**config.mk**
```make
export PLATFORM = sky130hd
export DESIGN_NAME = toggle_event_rx
export DESIGN_NICKNAME = d
export VERILOG_FILES = /design/src/rtl/traffic_pkg.sv /design/src/rtl/bit_sync.sv /design/src/rtl/toggle_event_rx.sv
export SDC_FILE = /design/constraint.sdc
export NUM_CORES = 1
export LEC_CHECK = 0
export ABC_AREA = 1
export ABC_CLOCK_PERIOD_IN_PS = 3700
export BUFFER_PORTS_ARGS = -buffer_cell sky130_fd_sc_hd__buf_2
export CAP_MARGIN = 30
export CORE_AREA = 2 2 39 41
export DETAILED_ROUTE_END_ITERATION = 16
export DIE_AREA = 0 0 41 43
export PLACE_DENSITY = 0.67
export SYNTH_ARGS = -nofsm -noshare
export SYNTH_HDL_FRONTEND = slang
export SYNTH_SLANG_ARGS = --single-unit
```
**constraint.sdc**
```tcl
create_clock -name clk -period 3.7 [get_ports clk]
set_clock_uncertainty 0.2 [all_clocks]
set_input_delay 0.74 -clock clk [delete_from_list [all_inputs] [get_ports clk]]
set_output_delay 0.74 -clock clk [all_outputs]
set_load 0.005 [all_outputs]
```
**src/rtl/traffic_pkg.sv**
```systemverilog
`default_nettype none
// ============================================================================
// Package     : traffic_pkg
// Description : Constants and helpers shared by the traffic-light controller
//               input blocks (toggle event receiver, input synchronisers).
// Revision    : 1.0 - initial release
// ============================================================================
package traffic_pkg;

    // Default depth of the toggle-line synchroniser chain.
    localparam int TOG_SYNC_STAGES_DEF = 2;

    // Default width of the pending-event counter.
    localparam int TOG_CNT_W_DEF = 4;

    // Largest value a w-bit unsigned counter can hold.
    function automatic int cnt_max(input int w);
        return (1 << w) - 1;
    endfunction

endpackage
`default_nettype wire

```
**src/rtl/bit_sync.sv**
```systemverilog
`default_nettype none
// ============================================================================
// Module      : bit_sync
// Description : N-flop synchroniser for one asynchronous input bit. All flops
//               reset to 0. Used for the toggle line and for the other
//               asynchronous inputs of the traffic controller.
// Revision    : 1.0 - initial release
// ============================================================================
module bit_sync #(
    parameter int N = 2
) (
    input  logic clk,
    input  logic rstn,
    input  logic d,
    output logic q
);

    logic [N-1:0] sync;

    // Shift chain: stage 0 samples the async input, the last stage is the
    // metastability-filtered output.
    always_ff @(posedge clk or negedge rstn) begin
        if (!rstn) begin
            sync <= '0;
        end else begin
            sync <= {sync[N-2:0], d};
        end
    end

    assign q = sync[N-1];

endmodule
`default_nettype wire

```
**src/rtl/toggle_event_rx.sv**
```systemverilog
`default_nettype none
// ============================================================================
// Module      : toggle_event_rx
// Description : Receive end of a 2-phase toggle event link. Synchronises the
//               toggle line, turns every level change into one event, queues
//               events in a saturating counter, hands them to the consumer
//               over valid/ready and acknowledges the seen level to the
//               sender on tog_ack.
// Revision    : 1.0 - initial release
// ============================================================================
module toggle_event_rx
    import traffic_pkg::*;
#(
    parameter int SYNC_STAGES = TOG_SYNC_STAGES_DEF,
    parameter int CNT_W       = TOG_CNT_W_DEF
) (
    input  logic             clk,
    input  logic             rstn,
    input  logic             en,
    input  logic             tog_in,
    output logic             tog_ack,
    output logic             evt_valid,
    input  logic             evt_ready,
    output logic [CNT_W-1:0] pending,
    output logic             overflow,
    input  logic             ovf_clr
);

    localparam logic [CNT_W-1:0] PEND_MAX = CNT_W'(cnt_max(CNT_W));
    localparam logic [CNT_W-1:0] PEND_ONE = CNT_W'(1);

    logic s;         // synchronised toggle level
    logic prev;      // level seen by the edge detector on the previous cycle
    logic tog_edge;  // one detected, enabled event this cycle
    logic pop;       // consumer takes one event this cycle
    logic full;

    bit_sync #(
        .N (SYNC_STAGES)
    ) u_tog_sync (
        .clk  (clk),
        .rstn (rstn),
        .d    (tog_in),
        .q    (s)
    );

    // Track the synchronised level every cycle, even while capture is
    // disabled, so the sender is always acknowledged and re-enabling does not
    // produce a stale edge.
    always_ff @(posedge clk or negedge rstn) begin
        if (!rstn) begin
            prev <= 1'b0;
        end else begin
            prev <= s;
        end
    end

    assign tog_edge  = (s ^ prev) & en;
    assign tog_ack   = prev;
    assign evt_valid = (pending != '0);
    assign pop       = evt_valid & evt_ready;
    assign full      = (pending == PEND_MAX);

    // Pending-event counter: an event arriving in the same cycle as a pop
    // cancels out, so a full queue being drained never drops that event.
    always_ff @(posedge clk or negedge rstn) begin
        if (!rstn) begin
            pending <= '0;
        end else begin
            case ({tog_edge, pop})
                2'b10: begin
                    if (!full) begin
                        pending <= pending + PEND_ONE;
                    end
                end
                2'b01: begin
                    pending <= pending - PEND_ONE;
                end
                default: begin
                    pending <= pending;
                end
            endcase
        end
    end

    // Sticky drop flag; a drop in the same cycle as a clear wins so the
    // consumer never misses evidence of a lost event.
    always_ff @(posedge clk or negedge rstn) begin
        if (!rstn) begin
            overflow <= 1'b0;
        end else if (tog_edge && !pop && full) begin
            overflow <= 1'b1;
        end else if (ovf_clr) begin
            overflow <= 1'b0;
        end
    end

endmodule
`default_nettype wire
```
# --- Word level (Yosys, flattened, before mapping) ---
# Index checks and enable logic that the tools add are counted.
# W data, S select, Z words.
totals:
  ff_bits: 8
  in_bits: 6
  out_inout_bits: 7
  wordCells: 24
op_classes:
  n_addsub: 2
  eq_ne: 4
  n_mux: 4
  bitwise_logic: 3
  reduce_logical: 7
ops:
  columns: ["op", "count"]
  rows:
  - ["$pmux W4 S2", 1]
  - ["$add A4 B1 Y4 const B", 1]
  - ["$eq A4 B4 Y1 const B", 1]
  - ["$mux W4", 1]
  - ["$reduce_bool A2 Y1", 2]
  - ["$reduce_bool A4 Y1", 1]
  - ["$sub A4 B1 Y4 const B", 1]
  - ["$and A1 B1 Y1", 2]
  - ["$eq A2 B1 Y1 const B", 1]
  - ["$eq A2 B2 Y1 const B", 1]
  - ["$logic_and A1 B1 Y1", 2]
  - ["$mux W1", 2]
  - ["$ne A2 B2 Y1 const B", 1]
  - ["$reduce_and A2 Y1", 1]
  - ["$logic_not A1 Y1", 1]
  - ["$xor A1 B1 Y1", 1]

# --- Logic depth before layout (Yosys ltp) ---
depth:
  depth_word: 6
  ltp_mapped: 11
  mapped_depth_nobuf: 11

# --- By module ---
# Synthesis repeated with hierarchy kept, for this count alone.
unflattened:
  cells_unflattened: 57
  hier_area_um2: 491.7
modules_own_cells:
  columns: ["mod", "n_inst", "cells_each", "area_each_um2", "seq_area_each_um2"]
  rows:
  - ["toggle_event_rx", 1, 55, 441.7, 150.1]
  - ["bit_sync", 1, 2, 50.0, 50.0]

# --- Worst setup path before layout ---
# No wires, ideal clock.
synth_timing:
  path_kind: "input-to-reg"
  start: "input port en"
  end: "register pending[3]"
  setup_ns: 0.118
  arrival_ns: 1.739
  required_ns: 3.382
  setup_slack_ns: 1.643
  cell_stages: 10
  n_path_buf: 0
  cell_sequence: "nand2_1 nor2_4 nor2_2 ha_1 nand3_1 nand3_1 inv_1 nand2_1 nand3_1 nand2_1"
synth_via:
  elab_chain_cells: 4
  elab_cells_between_ends: 7
  classes_between: "eq/ne: 3; mux: 1; bitwise: 1; reduce/logical: 2"
synth_lines:
  columns: ["element", "line", "rtl"]
  rows:
  - ["from (decl)", "toggle_event_rx.sv:19", "input logic en,"]
  - ["$and A1 B1 Y1 (*)", "toggle_event_rx.sv:58", "assign tog_edge = (s ^ prev) & en;"]
  - ["$eq A2 B2 Y1 or $eq A2 B1 Y1 (tied branches)", "toggle_event_rx.sv:70", "case ({tog_edge, pop})"]
  - ["$ne A2 B2 Y1 (no line) or $reduce_bool A2 Y1 (tied branches)", null, null]
  - ["$reduce_and A2 Y1 (no line)", null, null]
  - ["to (signal assigned)", "toggle_event_rx.sv:73", "pending <= pending + PEND_ONE;"]
  - ["to (signal assigned)", "toggle_event_rx.sv:77", "pending <= pending - PEND_ONE;"]
  - ["to (signal assigned)", "toggle_event_rx.sv:80", "pending <= pending;"]
  - ["to (decl)", "toggle_event_rx.sv:24", "output logic [CNT_W-1:0] pending,"]
# Every way passes the cells marked *; elsewhere a longest branch is shown, timed or not.
# A chain may end at the register's enable or synchronous reset.

# --- Final worst setup path ---
# Ends and elaborated chain as after synthesis.

==> impl_results.md <==
* Ys flop type: dfrtp_1
* Count leader, synth: nand2_1
* Post-synth top cells: 13 x nand2_1, 9 x inv_1, 8 x dfrtp_1
* Avg WL per Cell at roughly 11 um
* Final hold violations at 0
* GR Util met3 at 3.141%
* Initial antenna violation count at 0
* Grt met2 use at 20.00%
* Async SR Flop Fraction at 100.0%
* Setup CP Type: primary input to flop
* Final period util at between 50% and 60%
* Util after Layout at between 40 and 50%
* Antenna-violating nets left at 0
* Clock-pin slew of the registers on the worst-case setup and hold paths at 50 ps
* 1st-iter DRT viols at 6
* Die ar. at between 1500 and 2000 um^2
* I/O pin total at 13
* Ant diodes at 0
* Die width at 41 um
* Pins over their slew limit at 0
* Post-CTS setup buffers at 0
* CTS Root Cell: clkbuf_4
* First-pass GRT wire length at about 1.5 mm
* Worst Hold Class: primary input to async pin
* Top cells by area, synth: dfrtp_1 39%, nand2_1 9.6%, nand3_1 6.9%
* Clock buffer count from CTS at 3
* Final TNS setup at 0 ps
* FF+latch area at around 200 um^2
* Max_cap viols at 0
* Buffers added on ports at 12
* Routed Wire Length at around 920 um
* Vias at a little over 400
* Initial DRT Pass Iterations at 4
* Critical Path AT at 1960 ps
* Number of enable flip-flop cells after synthesis at 0
* Drt via density at 4.655
* Cts repair resizes at 0
* Area taken by multi-input logic gates at ~270 um^2
* Layout Nets at 82
* # rows at 14
* Least-Margin Pin Slew at 226.5 ps
* Synth Register Bits at 8
* P_leak at 0.3192 nW
* Share of layout cells above drive strength 1 at between 30% and 40%
* Critical path peak fanout at 4
* CP required at between 3000 and 4000 ps
* Post-layout min period at around 2000 ps
* Clock buffer depth at 2
* Synth top area share at 39.41%
* GR Util met1 at between 10% and 20%
* Die height at between 40 and 50 um
* F_max at around 490 MHz
* Gr ovfl total at 0
* Yosys warning total at 0
* Mapped Cells at 56
* Worst setup EP type: flop
* Post-synth top area cell: dfrtp_1
* Synth-to-layout area growth at 20.20%
* Hold-fix buffers, CTS at 0
* Number of global-route vias before repair at slightly below 400
* Rel. slew slack at ~85%
* Starting density of the core at between 30% and 40%
* Final Setup Violations at 0
* Final Power at between 0.0004 and 0.0005 W
* Final Wtd Congestion at ~0.74
* CTS tree: built
* Avg Inst Size Synth at 9.071 um^2
* Post-synthesis cell type count at 16
* Worst skew pair latency at approximately 250 ps
* Worst VDD drop at ~0.27 mV
* CTS H-tree lvls at 1
* Core ar. at between 1000 and 1500 um^2
* Sequential area share after synthesis at around 40%
* Power per cell area at ~700 nW/um^2
* Outcome: finished, final reports clean
* Total GRT Usage at ~13%
* GRT Max-Usage Layer: met2
* Net Count, Synth at 65
* R2R depth at 11
* RSZ-0062 raised after global routing: false
* CTS Sinks at 8
* DRC Markers at 0
* Layout filler cell count at ~150
* HPWL Detailed at 755.6 um
* Mapped cell area at 508.0 um^2
* Largest net degree at the start of global routing at 9
* Setup crit start kind: primary input
-- stage by stage --
| step | setup WS [ps] | instances | hold WS [ps] | cell area, um^2 |
|---|---|---|---|---|
| after floorplan | 1643 | 56 | 131.2 | 508.0 |
| after global placement | 1449 | 84 | 132.3 | 588.1 |
| after detailed placement | 1417 | 84 | 139.5 | 588.1 |
| after CTS | 1657 | 87 | 114.9 | 610.6 |
| after global routing | 1585 | 87 | 111.8 | 610.6 |
| final | 1672 | 87 | 119.1 | 610.6 |
-- worst max-delay path: stages --
cell and delay, ps:
buf_2 90, nand2_1 80, nor2_4 150, nor2_2 80, ha_1 330, nand3_1 100, nand3_1 110, inv_1 100
nand2_1 60, nand3_1 80, nand2_1 50
-- sequential cells by signal, indices dropped and copies added, names as in the netlist --
register	flops
u_tog_sync.sync	2
tog_ack	1
pending	4
overflow	1
-- path summary, 6_finish.rpt --
path	startpoint	to	slack (ps)
worst max-delay path	en	pending[3]	1670
min in group clk	u_tog_sync.sync[0]	u_tog_sync.sync[1]	140
worst max register to register	pending[0]	pending[3]	1710
worst min register to register	u_tog_sync.sync[0]	u_tog_sync.sync[1]	140
worst min-delay path	rstn	pending[1]	120
max in group asynchronous	rstn	pending[0]	3020
-- per-layer routing --
layer  vias to the layer above  part of all wire [%]
met3                         0                   4.9
met5                         -                     0
met2                         9                    50
met4                         0                     0
met1                       188                    45
li1                        208                     -
-- power breakdown --
part / switching (W) / total [W] / leakage (nW) / internal (W)
clock network: 0.0000266 / 0.0000635 / 0.0138 / 0.0000369
logic: 0.000126 / 0.000220 / 0.208 / 0.0000948
registers: 0.0000392 / 0.000152 / 0.0972 / 0.000113
-- area by class of cell --
type | instances | area share (%)
multi-input cells | 39 | 44.88
inverters | 9 | 5.533
flip-flops and latches | 8 | 32.79
clock buffers | 3 | 3.689
well taps | 16 | 3.279
repair buffers | 12 | 9.836
-- logic make-up (layout without fill, tap and decap cells) --
kind of cell	Yosys count	after routing	synth area share (%)
XOR/XNOR	1	1	1.724
AND/OR/NAND/NOR	33	33	40.39
adder cells (fa/ha/maj)	3	3	8.866
flip-flops	8	8	39.41
buffers and inverters	9	24	6.650
AO/OA/AOI/OAI	2	2	2.957
-- layout by cell type, fill, tap and decap left out --
cell and count:
nor2_4 1, nand2_4 3, clkbuf_4 3, nand3_1 7, o21ai_2 1, nor2_2 3
inv_1 9, ha_1 2, xnor2_1 1, nand3_4 2, nand4_1 2, o22ai_1 1
nand2_2 1, fa_1 1, buf_2 12, dfrtp_1 8, nor2_1 1, nand2_1 13
No activity file was read; power rests on OpenSTA's default activity.
